<file path="config.mk">
export PLATFORM = sky130hd
export DESIGN_NAME = addsub_arbiter
export DESIGN_NICKNAME = d
export VERILOG_FILES = /design/src/rtl/addsub_arbiter.sv
export SDC_FILE = /design/constraint.sdc
export NUM_CORES = 1
export LEC_CHECK = 0
export CAP_MARGIN = 10
export CORE_ASPECT_RATIO = 0.9
export CORE_MARGIN = 2
export CORE_UTILIZATION = 50
export CTS_BUF_LIST = sky130_fd_sc_hd__clkbuf_16
export DETAILED_ROUTE_END_ITERATION = 12
export PLACE_DENSITY = 0.89
export SYNTH_ARGS = -nofsm -noshare
export SYNTH_HDL_FRONTEND = slang
export SYNTH_SLANG_ARGS = --single-unit
</file>
<file path="constraint.sdc">
create_clock -name clk -period 6.9 [get_ports clk]
set_input_delay 0.69 -clock clk [delete_from_list [all_inputs] [get_ports clk]]
set_output_delay 0.69 -clock clk [all_outputs]
set_load 0.05 [all_outputs]
</file>
<file path="src/rtl/addsub_arbiter.sv">
// Round-robin arbiter sharing one WIDTH-bit add/subtract unit between two requesters.
// Operands are latched on accept, evaluated for one cycle, and the result is held until taken.
module addsub_arbiter #(
   parameter int unsigned WIDTH = 64
) (
   input  logic             clk,
   input  logic             rst,
   input  logic             req0_valid,
   output logic             req0_ready,
   input  logic [WIDTH-1:0] req0_a,
   input  logic [WIDTH-1:0] req0_b,
   input  logic             req0_sub,
   input  logic             req1_valid,
   output logic             req1_ready,
   input  logic [WIDTH-1:0] req1_a,
   input  logic [WIDTH-1:0] req1_b,
   input  logic             req1_sub,
   output logic             rsp_valid,
   input  logic             rsp_ready,
   output logic             rsp_id,
   output logic [WIDTH-1:0] rsp_result,
   output logic             rsp_overflow,
   output logic             busy
);

   typedef enum logic [1:0] {StIdle, StExec, StResp} state_e;

   state_e           state_q, state_d;
   logic             last_grant_q, last_grant_d;
   logic [WIDTH-1:0] op_a_q, op_a_d;
   logic [WIDTH-1:0] op_b_q, op_b_d;
   logic             op_sub_q, op_sub_d;
   logic             op_id_q, op_id_d;
   logic [WIDTH-1:0] rsp_result_q, rsp_result_d;
   logic             rsp_overflow_q, rsp_overflow_d;
   logic             rsp_id_q, rsp_id_d;

   logic             grant0, grant1;
   logic [WIDTH-1:0] b_eff, sum;
   logic             ovf;

   // Port 0 wins alone, or under contention when port 1 was granted last.
   always_comb begin
      grant0 = req0_valid & (~req1_valid | last_grant_q);
      grant1 = req1_valid & ~grant0;
   end

   // Subtraction as A + ~B + 1; overflow when effective operands agree in sign but the sum does not.
   always_comb begin
      b_eff = op_sub_q ? ~op_b_q : op_b_q;
      sum   = op_a_q + b_eff + {{(WIDTH-1){1'b0}}, op_sub_q};
      ovf   = (op_a_q[WIDTH-1] == b_eff[WIDTH-1]) & (sum[WIDTH-1] != op_a_q[WIDTH-1]);
   end

   always_comb begin
      state_d        = state_q;
      last_grant_d   = last_grant_q;
      op_a_d         = op_a_q;
      op_b_d         = op_b_q;
      op_sub_d       = op_sub_q;
      op_id_d        = op_id_q;
      rsp_result_d   = rsp_result_q;
      rsp_overflow_d = rsp_overflow_q;
      rsp_id_d       = rsp_id_q;
      unique case (state_q)
         StIdle: begin
            if (grant0 | grant1) begin
               op_a_d       = grant1 ? req1_a : req0_a;
               op_b_d       = grant1 ? req1_b : req0_b;
               op_sub_d     = grant1 ? req1_sub : req0_sub;
               op_id_d      = grant1;
               last_grant_d = grant1;
               state_d      = StExec;
            end
         end
         StExec: begin
            rsp_result_d   = sum;
            rsp_overflow_d = ovf;
            rsp_id_d       = op_id_q;
            state_d        = StResp;
         end
         StResp: begin
            if (rsp_ready) state_d = StIdle;
         end
         default: state_d = StIdle;
      endcase
   end

   always_ff @(posedge clk or posedge rst) begin
      if (rst) begin
         state_q        <= StIdle;
         last_grant_q   <= 1'b1;
         op_a_q         <= '0;
         op_b_q         <= '0;
         op_sub_q       <= 1'b0;
         op_id_q        <= 1'b0;
         rsp_result_q   <= '0;
         rsp_overflow_q <= 1'b0;
         rsp_id_q       <= 1'b0;
      end else begin
         state_q        <= state_d;
         last_grant_q   <= last_grant_d;
         op_a_q         <= op_a_d;
         op_b_q         <= op_b_d;
         op_sub_q       <= op_sub_d;
         op_id_q        <= op_id_d;
         rsp_result_q   <= rsp_result_d;
         rsp_overflow_q <= rsp_overflow_d;
         rsp_id_q       <= rsp_id_d;
      end
   end

   always_comb begin
      req0_ready   = (state_q == StIdle) & grant0;
      req1_ready   = (state_q == StIdle) & grant1;
      rsp_valid    = (state_q == StResp);
      busy         = (state_q != StIdle);
      rsp_id       = rsp_id_q;
      rsp_result   = rsp_result_q;
      rsp_overflow = rsp_overflow_q;
   end

endmodule

</file>
Word-level counts from Yosys, hierarchy flattened
Index checks and enable logic that the tools add are counted.
{"block": "word_totals", "register_bits": 199, "latch_bits": 0, "ram_bits": 0, "romBits": 0, "in_bits": 263, "output_inout_bits": 70, "wordCells": 38, "memories": 0}
{"block": "op_classes", "n_addsub": 2, "n_mul": 0, "n_div": 0, "order_cmp": 0, "eq_ne": 6, "shifts": 0, "n_mux": 7, "n_bitwise": 10, "reduce_logical": 4}
{"op": "64-bit 2-to-1 mux", "n": 3}
{"op": "64-bit by 1-bit adder with 64-bit output", "n": 1}
{"op": "64-bit adder", "n": 1}
{"op": "64-bit NOT", "n": 1}
{"op": "2-bit one-hot mux with 3 select lines", "n": 1}
{"op": "1-bit AND", "n": 5}
{"op": "2-bit 2-to-1 mux", "n": 2}
{"op": "2-bit AND reduction", "n": 2}
{"op": "2-bit by 1-bit == test with 1-bit output, second input constant", "n": 1}
{"op": "2-bit == test, second input constant", "n": 1}
{"op": "2-bit zero test", "n": 1}
{"op": "2-bit by 1-bit inequality test with 1-bit output, second input constant", "n": 1}
{"op": "2-bit inequality test, second input constant", "n": 1}
{"op": "1-bit NOT", "n": 2}
{"op": "1-bit OR", "n": 2}
{"op": "2-bit nonzero test", "n": 1}
{"op": "1-bit == test", "n": 1}
{"op": "1-bit 2-to-1 mux", "n": 1}
{"op": "1-bit inequality test", "n": 1}

Depth between registers and ports, before layout
Gate-level depths: netlist of run 1.
{"block": "logic_depth", "ltp_word": 8, "ltp_mapped": 14, "ltp_nobuf": 12}

Worst setup path before layout of run 1
No wires, ideal clock.
{"block": "synth_timing", "path_type": "reg2reg", "from": "register op_sub_q", "to": "register rsp_overflow_q (netlist: rsp_overflow)", "setup_time_ps": 139, "t_arrival_ps": 3553, "t_required_ps": 6761, "slack_ps": 3208, "stages_incl_launch_ff": 14, "n_path_buf": 2, "synth_period_minus_slack_ps": 3692, "cell_sequence": "dfrtp_1 -> clkbuf_1 -> buf_1 -> xor2_1 -> ha_1 -> a21oi_1 -> o211ai_2 -> a211o_1 -> a2111oi_2 -> nor3_1 -> or3_1 -> a41oi_2 -> mux2i_1 -> a21oi_1"}
{"block": "synth_via", "elab_chain_len": 5, "word_cells_on_any_way": 6, "cone_classes": "2 x add/sub; 2 x eq/ne; 1 x mux; 1 x bitwise"}
{"item": "start: declaration", "line": "32", "rtl": "logic op_sub_q, op_sub_d;"}
{"item": "start signal: assignment", "line": "105", "rtl": "op_sub_q <= op_sub_d;"}
{"item": "64-bit 2-to-1 mux", "line": "50", "rtl": "b_eff = op_sub_q ? ~op_b_q : op_b_q;"}
{"item": "64-bit adder", "line": "51", "rtl": "sum = op_a_q + b_eff + {{(WIDTH-1){1'b0}}, op_sub_q};"}
{"item": "64-bit by 1-bit adder with 64-bit output", "line": "51"}
{"item": "1-bit inequality test", "line": "52", "rtl": "ovf = (op_a_q[WIDTH-1] == b_eff[WIDTH-1]) & (sum[WIDTH-1] != op_a_q[WIDTH-1]);"}
{"item": "1-bit AND (*)", "line": "52"}
{"item": "end signal: assignment", "line": "108", "rtl": "rsp_overflow_q <= rsp_overflow_d;"}
{"item": "end: declaration", "line": "35", "rtl": "logic rsp_overflow_q, rsp_overflow_d;"}
Every way passes the cells marked *; elsewhere a longest branch is shown, timed or not.
A chain may end at the register's enable or synchronous reset.

Final worst setup path of run 1
{"block": "layout_timing", "from": "register op_sub_q", "to": "register rsp_result_q[56] (netlist: rsp_result[56])"}
{"block": "layout_via", "elab_chain_len": 3}
{"item": "64-bit 2-to-1 mux", "line": "50"}
{"item": "64-bit adder", "line": "51"}
{"item": "64-bit by 1-bit adder with 64-bit output (*)", "line": "51"}
{"item": "end signal: assignment", "line": "107", "rtl": "rsp_result_q <= rsp_result_d;"}
{"item": "end: declaration", "line": "34", "rtl": "logic [WIDTH-1:0] rsp_result_q, rsp_result_d;"}
Marked as above.

==> out/qor.yml, run 1 <==
stdcell_area_um2: 16800
grt_pass1_wl_um: 58000
ant_nets: 0
clockBufferDepth: 2
cts_htree_levels: 4
syn-instance-count: 1444
max_stage_delay_ns: 0.90
die_h_um: 155
fin_setup_tns_ns: 0
synth.cell_area_um2: 12700
nets: 2034
placed_area_um2: 16200
rsz0062_at_grt: "false"
wl_per_cell_um: 17.6
start_util: 0.507
path_buf_inv: 1
coreArea_um2: 25000
synth_edf_count: 0
critPathRequiredTime_ns: 7.22
cts.sinks: 199
tightest_slew_ns: 1.35
hpwl_um: 27300
post_cts_buffers: 0
timing.fmax_mhz: 225
cp_common_cell: "a21oi_1"
worst_setup_path_end_kind: "flip-flop"
row_count: 55
fp.dieW_um: 172
grt_pass1_vias: 11600
cts.clk_slew.worst_paths_ns: 0.07
synth_warnings: 0
track_usage: 0.272
setup_violations: 0
grt_max_degree: 260
slew_viol_final: 0
yosys_most_used_dff: "dfrtp_1"
crit_arrival_ns: 4.76
hp-class: "flip-flop to flip-flop"
ys_async_sr_fraction: 1.00
clk_latency_ns: 0.44
ys_types: 59
crit_chain: "buf_4 -> xor2_1 -> ha_1 -> a21oi_1 -> o21ai_0 -> nand2_1 -> a2111oi_0 -> nor2_1 -> a21oi_1 -> a211oi_1 -> a221o_1"
drv_cap: 0
cts_tree: "done"
critical_path_class: "flip-flop to flip-flop"
cts_root_buf: "clkbuf_16"
syn_to_final_growth_pct: 32.1
worst_setup_path_start_kind: "flip-flop"
finalHoldViolations: 0
portBuffers: 332
critPathMaxFanout: 42
crit_family: "compound AO/OA/AOI/OAI gates"
die_area_um2: 26700
synth_area_leaders: "dfrtp_1 39%, mux2i_1 10%, a21oi_1 8.4%, ha_1 6.1%, xor2_1 5.8%"
drt_first_pass_iters: 5
cts_resized: 0
ys_seq_area_frac: 0.392
finalCritPeriodShare: 0.644
cts_made_buffers: 17
holdBufCountCts: 0
initialDrtViolationCount: 956
num_vias: 11800
syn_avg_cell_area_um2: 8.79
overflow: 0
fin_crit_ns: 4.45
yosysTopAreaCellShare: 0.390
drive_gt1_frac: 0.0314
via_per_inst: 5.71
wl_um: 36300
critical_path.slowest_cell: "dfrtp_4"
antenna_found_initial: 0
synth_area_leader_cell: "dfrtp_1"
synth_fp_nets: 1770
status: "finished clean"
gp_congestion: 0.973
top_level_ports: 333
relSlewSlack: 0.101
ys_ff_latch: 199
antenna_cells: 0
drc: 0
skew_ns: 0.0122
-- path summary, 6_finish.rpt --
kind / start / end / slack [ns] / cells after the start
worst min register to register: rsp_id / rsp_id / 0.47 / 2
worst max-delay path: op_sub_q / rsp_result[56] / 2.45 / 11
worst max register to register: op_sub_q / rsp_result[56] / 2.45 / 11
worst min-delay path: rsp_id / rsp_id / 0.47 / 2
max in group asynchronous: rst / rsp_result[6] / 4.59 / 3
min in group asynchronous: rst / op_b_q[28] / 0.85 / 2
-- synthesized netlist by cell type (all sizes together) (2+ instances only) --
master     n
xnor2     31
o31ai      7
and2       6
nor2b      7
ha        62
or4        3
nor3      18
inv       23
nand3     16
buf        7
or3        8
a2111oi    3
a311oi     2
clkbuf    85
a21o      22
a21boi     4
nand4     26
a221oi     3
o21ai    100
a211o      3
o2111ai    2
o21a      10
nand2b     8
a211oi     3
o311ai     3
or2        5
xor2      84
dfrtp    198
o211ai     4
a31oi      6
nor4       2
a21oi    212
mux2i    133
and3       3
nand2    130
nor2     169
nand3b     2
o21bai    16
a41oi      6
-- worst min-delay path, cell delays in order, from the launching register on --
cell and delay, ns:
dfrtp_1 0.34, nand2_1 0.05, nand2_1 0.05
-- layout by cell type (no fill, tap or decap), types with 16 or more instances in the layout --
cell / n
nand3_1: 16
o21bai_1: 16
a21oi_1: 212
nand2_1: 130
nor3_1: 18
dfrtp_1: 197
mux2i_1: 132
xnor2_1: 31
nor2_1: 168
clkdlybuf4s50_1: 332
ha_1: 62
a21o_1: 22
nand4_1: 26
xor2_1: 84
clkbuf_16: 17
inv_1: 22
o21ai_0: 93
-- area by class of cell --
class                   count  area, µm²
clock inverters            14        141
inverters                  23       93.8
flip-flops and latches    199       4980
clock buffers              17        425
well taps                 342        428
repair buffers            337       3390
multi-input cells        1130       7310
fillers                  1991       8280
-- metal layers --
layer	wire length [µm]	track usage	up-vias
met4	876	0.0804	0
met3	2520	0.0455	72
met5	0	0	-
met2	17400	0.455	501
met1	15500	0.363	5566
li1	-	-	5634
-- flip-flops by register name, indices dropped and copies added (netlist names) --
register      cells
last_grant_q      1
op_b_q           64
op_sub_q          1
rsp_overflow      1
op_a_q           64
state_q           2
rsp_id            1
op_id_q           1
rsp_result       64
-- stage by stage --
| stage | cells | util | hold slack, ns | worst slack (ns) |
|---|---|---|---|---|
| 5_1_grt | 2062 | 0.669 | 0.506 | 2.16 |
| 2_1_floorplan | 1444 | - | 0.439 | 0.786 |
| 3_5_place_dp | 2031 | 0.647 | 0.463 | 2.57 |
| 3_3_place_gp | 2031 | 0.647 | 0.460 | 2.72 |
| 6_report | 2062 | 0.669 | 0.472 | 2.45 |
| 4_1_cts | 2062 | 0.669 | 0.480 | 2.54 |
-- cells by family (layout without fill, tap and decap cells) --
family,Yosys count,in the layout,share of synthesized area
AO/OA/AOI/OAI,414,414,0.188
AND/OR/NAND/NOR,404,404,0.137
flip-flops,199,199,0.392
multiplexers,134,134,0.106
XOR/XNOR,115,115,0.0793
buffers and inverters,115,391,0.0341
adder cells (fa/ha/maj),63,63,0.0627
Power of run 1 is left out: the tool's default activity adds up to more than one toggle a clock period on the data nets, which glitch-free logic cannot reach.
==> run 2: changes to the inputs <==
==> constraint.sdc (replaced) <==
create_clock -name clk -period 4.6 [get_ports clk]
set_input_delay 0.46 -clock clk [delete_from_list [all_inputs] [get_ports clk]]
set_output_delay 0.46 -clock clk [all_outputs]
set_load 0.05 [all_outputs]
==> run 2 against run 1 <==
  * Register-to-register slack lost 2.1 ns
  * Flip-flop and latch count is the same
  * Critical path depth is the same
  * Largest cell class unchanged
==> out/qor.yml, run 2 (synthesized netlist as in run 1, its figures left out) <==
cts.sinks: 199  # unchanged
critPathMaxFanout: 32  # was 42
grt_pass1_wl_um: 57600  # was 58000 µm
drc: 0  # unchanged
hpwl_um: 27300  # about the same
cts_tree: "done"  # unchanged
nets: 2038  # was 2034
max_stage_delay_ns: 0.81  # was 0.90 ns
timing.fmax_mhz: 235  # was 225 MHz
crit_arrival_ns: 4.58  # was 4.76 ns
worst_setup_path_end_kind: "flip-flop"  # unchanged
cts_resized: 0  # unchanged
antenna_found_initial: 0  # unchanged
final_common_cell: "clkdlybuf4s50_1"  # unchanged
antenna_cells: 0  # unchanged
critical_path.slowest_cell: "a2111oi_0"  # was dfrtp_4
slew_viol_final: 0  # unchanged
nFillCells: 1987  # was 1991
reg2reg_depth: 11  # unchanged
status: "finished clean"  # unchanged
fin_setup_tns_ns: 0  # unchanged
rsz0062_at_grt: "false"  # unchanged
mostFrequentLayoutCells: "332 x clkdlybuf4s50_1, 212 x a21oi_1, 197 x dfrtp_1"  # unchanged
wl_per_cell_um: 17.5  # was 17.6 µm
tightest_slew_ns: 1.07  # was 1.35 ns
drv_cap: 0  # unchanged
via_per_inst: 5.77  # was 5.71
cts_root_buf: "clkbuf_16"  # unchanged
startpoint: "op_sub_q"  # unchanged
relSlewSlack: 0.284  # was 0.101
top_level_ports: 333  # unchanged
crit_path_end: "rsp_result[56]"  # unchanged
fin_crit_ns: 4.25  # was 4.45 ns
num_vias: 11900  # was 11800
critical_path_class: "flip-flop to flip-flop"  # unchanged
critPathRequiredTime_ns: 4.93  # was 7.22 ns
start_util: 0.507  # unchanged
syn_to_final_growth_pct: 32.4  # was 32.1%
gp_congestion: 0.960  # was 0.973
fp.dieW_um: 172  # unchanged
coreArea_um2: 25000  # unchanged
drt_first_pass_iters: 9  # was 5
grt_pass1_vias: 11700  # was 11600
overflow: 0  # unchanged
cts_htree_levels: 4  # unchanged
track_usage: 0.271  # was 0.272
initialDrtViolationCount: 1142  # was 956
skew_ns: 0.0109  # was 0.0122 ns
hp-class: "input pin to asynchronous set/reset pin"  # was flip-flop to flip-flop
setup_violations: 0  # unchanged
ant_nets: 0  # unchanged
crit_chain: "buf_12 -> xor2_1 -> ha_1 -> nand2_1 -> o21ai_0 -> nor2b_1 -> a2111oi_0 -> nor2_1 -> a21oi_1 -> a211oi_1 -> a221o_1"  # was buf_4 -> xor2_1 -> ha_1 -> a21oi_1 -> o21ai_0 -> nand2_1 -> a2111oi_0 -> nor2_1 -> a21oi_1 -> a211oi_1 -> a221o_1
clockBufferDepth: 2  # unchanged
holdBufCountCts: 0  # unchanged
clk_latency_ns: 0.45  # was 0.44 ns
post_cts_buffers: 0  # unchanged
grt_max_degree: 197  # was 260
worst_setup_path_start_kind: "flip-flop"  # unchanged
rr_endpoint: "rsp_result[56]"  # unchanged
finalHoldViolations: 0  # unchanged
cts.clk_slew.worst_paths_ns: 0.07  # about the same
drive_gt1_frac: 0.0342  # was 0.0314
row_count: 55  # unchanged
wl_um: 36200  # was 36300 µm
die_area_um2: 26700  # unchanged
die_h_um: 155  # unchanged
portBuffers: 332  # unchanged
r2r-start: "op_sub_q"  # unchanged
cts_made_buffers: 17  # unchanged
reg2reg_slack_ns: 0.35  # was 2.45 ns
finalCritPeriodShare: 0.924  # was 0.644
## run 2: worst min path at each step
stage                   startpoint  depth (start not counted)             end
floorplan                  op_id_q                          2          rsp_id
global placement           op_id_q                          2          rsp_id
detailed placement  rsp_result[14]                          2  rsp_result[14]
CTS                            rst                          2      op_a_q[34]
global route                   rst                          2      op_a_q[34]
finish                         rst                          2      op_a_q[34]
## run 2: per-stage QoR
step	util	hold WS, ns	area, µm²	setup WS (ns)	instances
after global routing	0.671	0.256	16800	0.249	2067
after floorplan	-	0.439	12700	0.908	1444
after CTS	0.671	0.238	16800	0.568	2067
after global placement	0.649	0.453	16300	0.769	2035
after detailed placement	0.649	0.456	16300	0.594	2035
final	0.671	0.244	16800	0.350	2067
## run 2: final cells by class
| cell class | instances | area, µm² | share of cell area |
|---|---|---|---|
| clock buffers | 17 | 425 | 0.0253 |
| clock inverters | 15 | 121 | 0.00722 |
| inverters | 23 | 90.1 | 0.00536 |
| multi-input cells | 1130 | 7310 | 0.435 |
| flip-flops and latches | 199 | 4980 | 0.296 |
| well taps | 342 | 428 | 0.0255 |
| repair buffers | 341 | 3450 | 0.205 |
## run 2: critical path, delay by kind of cell, from the launching register on
kind            cells  cell delay, ns
compound gates      5            2.23
xor+xnor            1            0.17
fa+ha+maj           1            0.43
buf+inv             1            0.25
flops               1            0.64
simple gates        3            0.37
## run 2: routing by layer
layer	GRT usage	up-vias	routed length (µm)
met2	0.462	598	17700
met3	0.0473	96	2750
li1	-	5634	-
met1	0.348	5594	14700
met4	0.0908	0	1010
met5	0	-	0
Power of run 2 is left out for the same reason.
==> run 3: changes to the inputs <==
--- a/config.mk
+++ b/config.mk
@@ -5,9 +5,9 @@
 export SDC_FILE = /design/constraint.sdc
 export NUM_CORES = 1
 export LEC_CHECK = 0
+export ABC_CLOCK_PERIOD_IN_PS = 4600
 export CAP_MARGIN = 10
 export CORE_ASPECT_RATIO = 0.9
-export CORE_MARGIN = 2
 export CORE_UTILIZATION = 50
 export CTS_BUF_LIST = sky130_fd_sc_hd__clkbuf_16
 export DETAILED_ROUTE_END_ITERATION = 12
==> run 3 against run 2 <==
  * Maximum frequency up 2.7%
  * Design area up 0.17%
  * Global-route usage up 0.62 points
  * Sequential share of layout area down 0.051 points
  * First-iteration DRC count down 21%
  * Critical path type unchanged
  * Highest routed layer unchanged
==> out/qor.yml, run 3 (synthesized netlist as in run 1, its figures left out) <==
tightest_slew_ns: 0.900  # was 1.07 ns
top_level_ports: 333  # unchanged
wl_met3_um: 2520  # was 2750 µm
rr_endpoint: "rsp_result[56]"  # unchanged
cp_common_cell: "a21oi_1"
hp-start: "rsp_result[38]"
cts_made_buffers: 17  # unchanged
utilization: 0.685  # was 0.671
final_common_cell: "clkdlybuf4s50_1"  # unchanged
clockBufferDepth: 2  # unchanged
die_area_um2: 26000  # was 26700 µm²
grt_pass1_wl_um: 57600  # about the same
skew_ns: 0.0153  # was 0.0109 ns
cts.sinks: 199  # unchanged
start_util: 0.516  # was 0.507
drt_first_pass_iters: 6  # was 9
initialDrtViolationCount: 901  # was 1142
reg2reg_depth: 11  # unchanged
hold_path_end: "rsp_result[38]"
gp_congestion: 0.953  # was 0.960
cts_htree_levels: 4  # unchanged
critical_path_class: "flip-flop to flip-flop"  # unchanged
wl_per_cell_um: 17.4  # was 17.5 µm
cts_resized: 0  # unchanged
antenna_cells: 0  # unchanged
drv_cap: 0  # unchanged
fin_setup_tns_ns: 0  # unchanged
num_vias: 11700  # was 11900
grt_max_degree: 105  # was 197
coreArea_um2: 24600  # was 25000 µm²
drc: 0  # unchanged
overflow: 0  # unchanged
antenna_found_initial: 0  # unchanged
slew_viol_final: 0  # unchanged
row_count: 54  # was 55
post_cts_buffers: 0  # unchanged
nets: 2043  # was 2038
hpwl_um: 27600  # was 27300 µm
die_h_um: 153  # was 155 µm
rsz0062_at_grt: "false"  # unchanged
r2r-start: "op_sub_q"  # unchanged
routed-wl-met2_um: 17500  # was 17700 µm
timing.fmax_mhz: 242  # was 235 MHz
hold_depth: 2
top_layer_used: "met4"  # unchanged
finalHoldViolations: 0  # unchanged
max_stage_delay_ns: 0.66  # was 0.81 ns
mostFrequentLayoutCells: "332 x clkdlybuf4s50_1, 212 x a21oi_1, 197 x dfrtp_1"  # unchanged
finalCritPeriodShare: 0.899  # was 0.924
wl_um: 35900  # was 36200 µm
relSlewSlack: 0.397  # was 0.284
fin_crit_ns: 4.14  # was 4.25 ns
path_buf_inv: 1  # unchanged
drive_gt1_frac: 0.0364  # was 0.0342
crit_family: "compound AO/OA/AOI/OAI gates"  # unchanged
worst_setup_path_end_kind: "flip-flop"  # unchanged
stdcell_area_um2: 16800  # about the same
portBuffers: 332  # unchanged
grt_pass1_vias: 11400  # was 11700
critPathMaxFanout: 23  # was 32
placed_area_um2: 16300  # about the same
via_per_inst: 5.65  # was 5.77
crit_arrival_ns: 4.45  # was 4.58 ns
wl_met1_um: 15100  # was 14700 µm
cts_tree: "done"  # unchanged
hp-class: "flip-flop to flip-flop"  # was input pin to asynchronous set/reset pin
worst_setup_path_start_kind: "flip-flop"  # unchanged
status: "finished clean"  # unchanged
clk_latency_ns: 0.44  # was 0.45 ns
cts.clk_slew.worst_paths_ns: 0.08  # was 0.07 ns
reg2reg_slack_ns: 0.46  # was 0.35 ns
track_usage: 0.277  # was 0.271
holdBufCountCts: 0  # unchanged
cts_root_buf: "clkbuf_16"  # unchanged
setup_violations: 0  # unchanged
critPathRequiredTime_ns: 4.91  # was 4.93 ns
crit_chain: "buf_4 -> xor2_1 -> ha_1 -> a21oi_1 -> o21ai_0 -> nand2_1 -> a2111oi_0 -> nor2_1 -> a21oi_1 -> a211oi_1 -> a221o_1"  # was buf_12 -> xor2_1 -> ha_1 -> nand2_1 -> o21ai_0 -> nor2b_1 -> a2111oi_0 -> nor2_1 -> a21oi_1 -> a211oi_1 -> a221o_1
syn_to_final_growth_pct: 32.7  # was 32.4%
fp.dieW_um: 170  # was 172 µm
ant_nets: 0  # unchanged
critical_path.slowest_cell: "dfrtp_4"  # was a2111oi_0
nFillCells: 1924  # was 1987
==> run 3: changes by cell type in the layout (fill, tap and decap cells not counted) <==
cell	delta
inv_1	-1
clkinv_4	+2
buf_4	+5
clkinv_2	-2
clkinv_1	+1
inv_6	-1
==> run 3: through the flow <==
stage | worst slack [ns] | cells | hold slack (ns)
final | 0.463 | 2065 | 0.479
after global routing | 0.126 | 2065 | 0.501
after CTS | 0.584 | 2065 | 0.482
after detailed placement | 0.626 | 2034 | 0.464
after global placement | 0.723 | 2034 | 0.452
after floorplan | 0.908 | 1444 | 0.439
==> run 3: worst max-delay path by stage <==
stage                     endpoint  startpoint  depth (start not counted)  slack [ns]
global placement    rsp_result[56]    op_sub_q                         11        0.72
global route        rsp_result[56]    op_sub_q                         11        0.13
CTS                 rsp_result[56]    op_sub_q                         11        0.58
floorplan             rsp_overflow    op_sub_q                         13        0.91
detailed placement  rsp_result[56]    op_sub_q                         12        0.63
finish              rsp_result[56]    op_sub_q                         11        0.46
==> run 3: routing by layer <==
metal  up-vias  track usage
met5         -            0
met4         0       0.0785
met3        66       0.0489
met2       490        0.467
met1      5479        0.363
li1       5642            -
==> run 3: area by class of cell <==
cell class / instances / area, µm² / share of cell area
Clock buffer: 17 / 425 / 0.0253
Clock inverter: 14 / 120 / 0.00713
Inverter: 23 / 90.1 / 0.00535
Multi-Input combinational cell: 1130 / 7310 / 0.434
Sequential cell: 199 / 4980 / 0.296
Tap cell: 336 / 420 / 0.0250
Timing Repair Buffer: 346 / 3490 / 0.207
==> run 3: worst reg2reg max path, stage by stage (launching register included) <==
cell	delay [ns]
dfrtp_4	0.66
buf_4	0.43
xor2_1	0.15
ha_1	0.50
a21oi_1	0.10
o21ai_0	0.45
nand2_1	0.11
a2111oi_0	0.61
nor2_1	0.11
a21oi_1	0.48
a211oi_1	0.14
a221o_1	0.28
Power of run 3 is left out for the same reason.
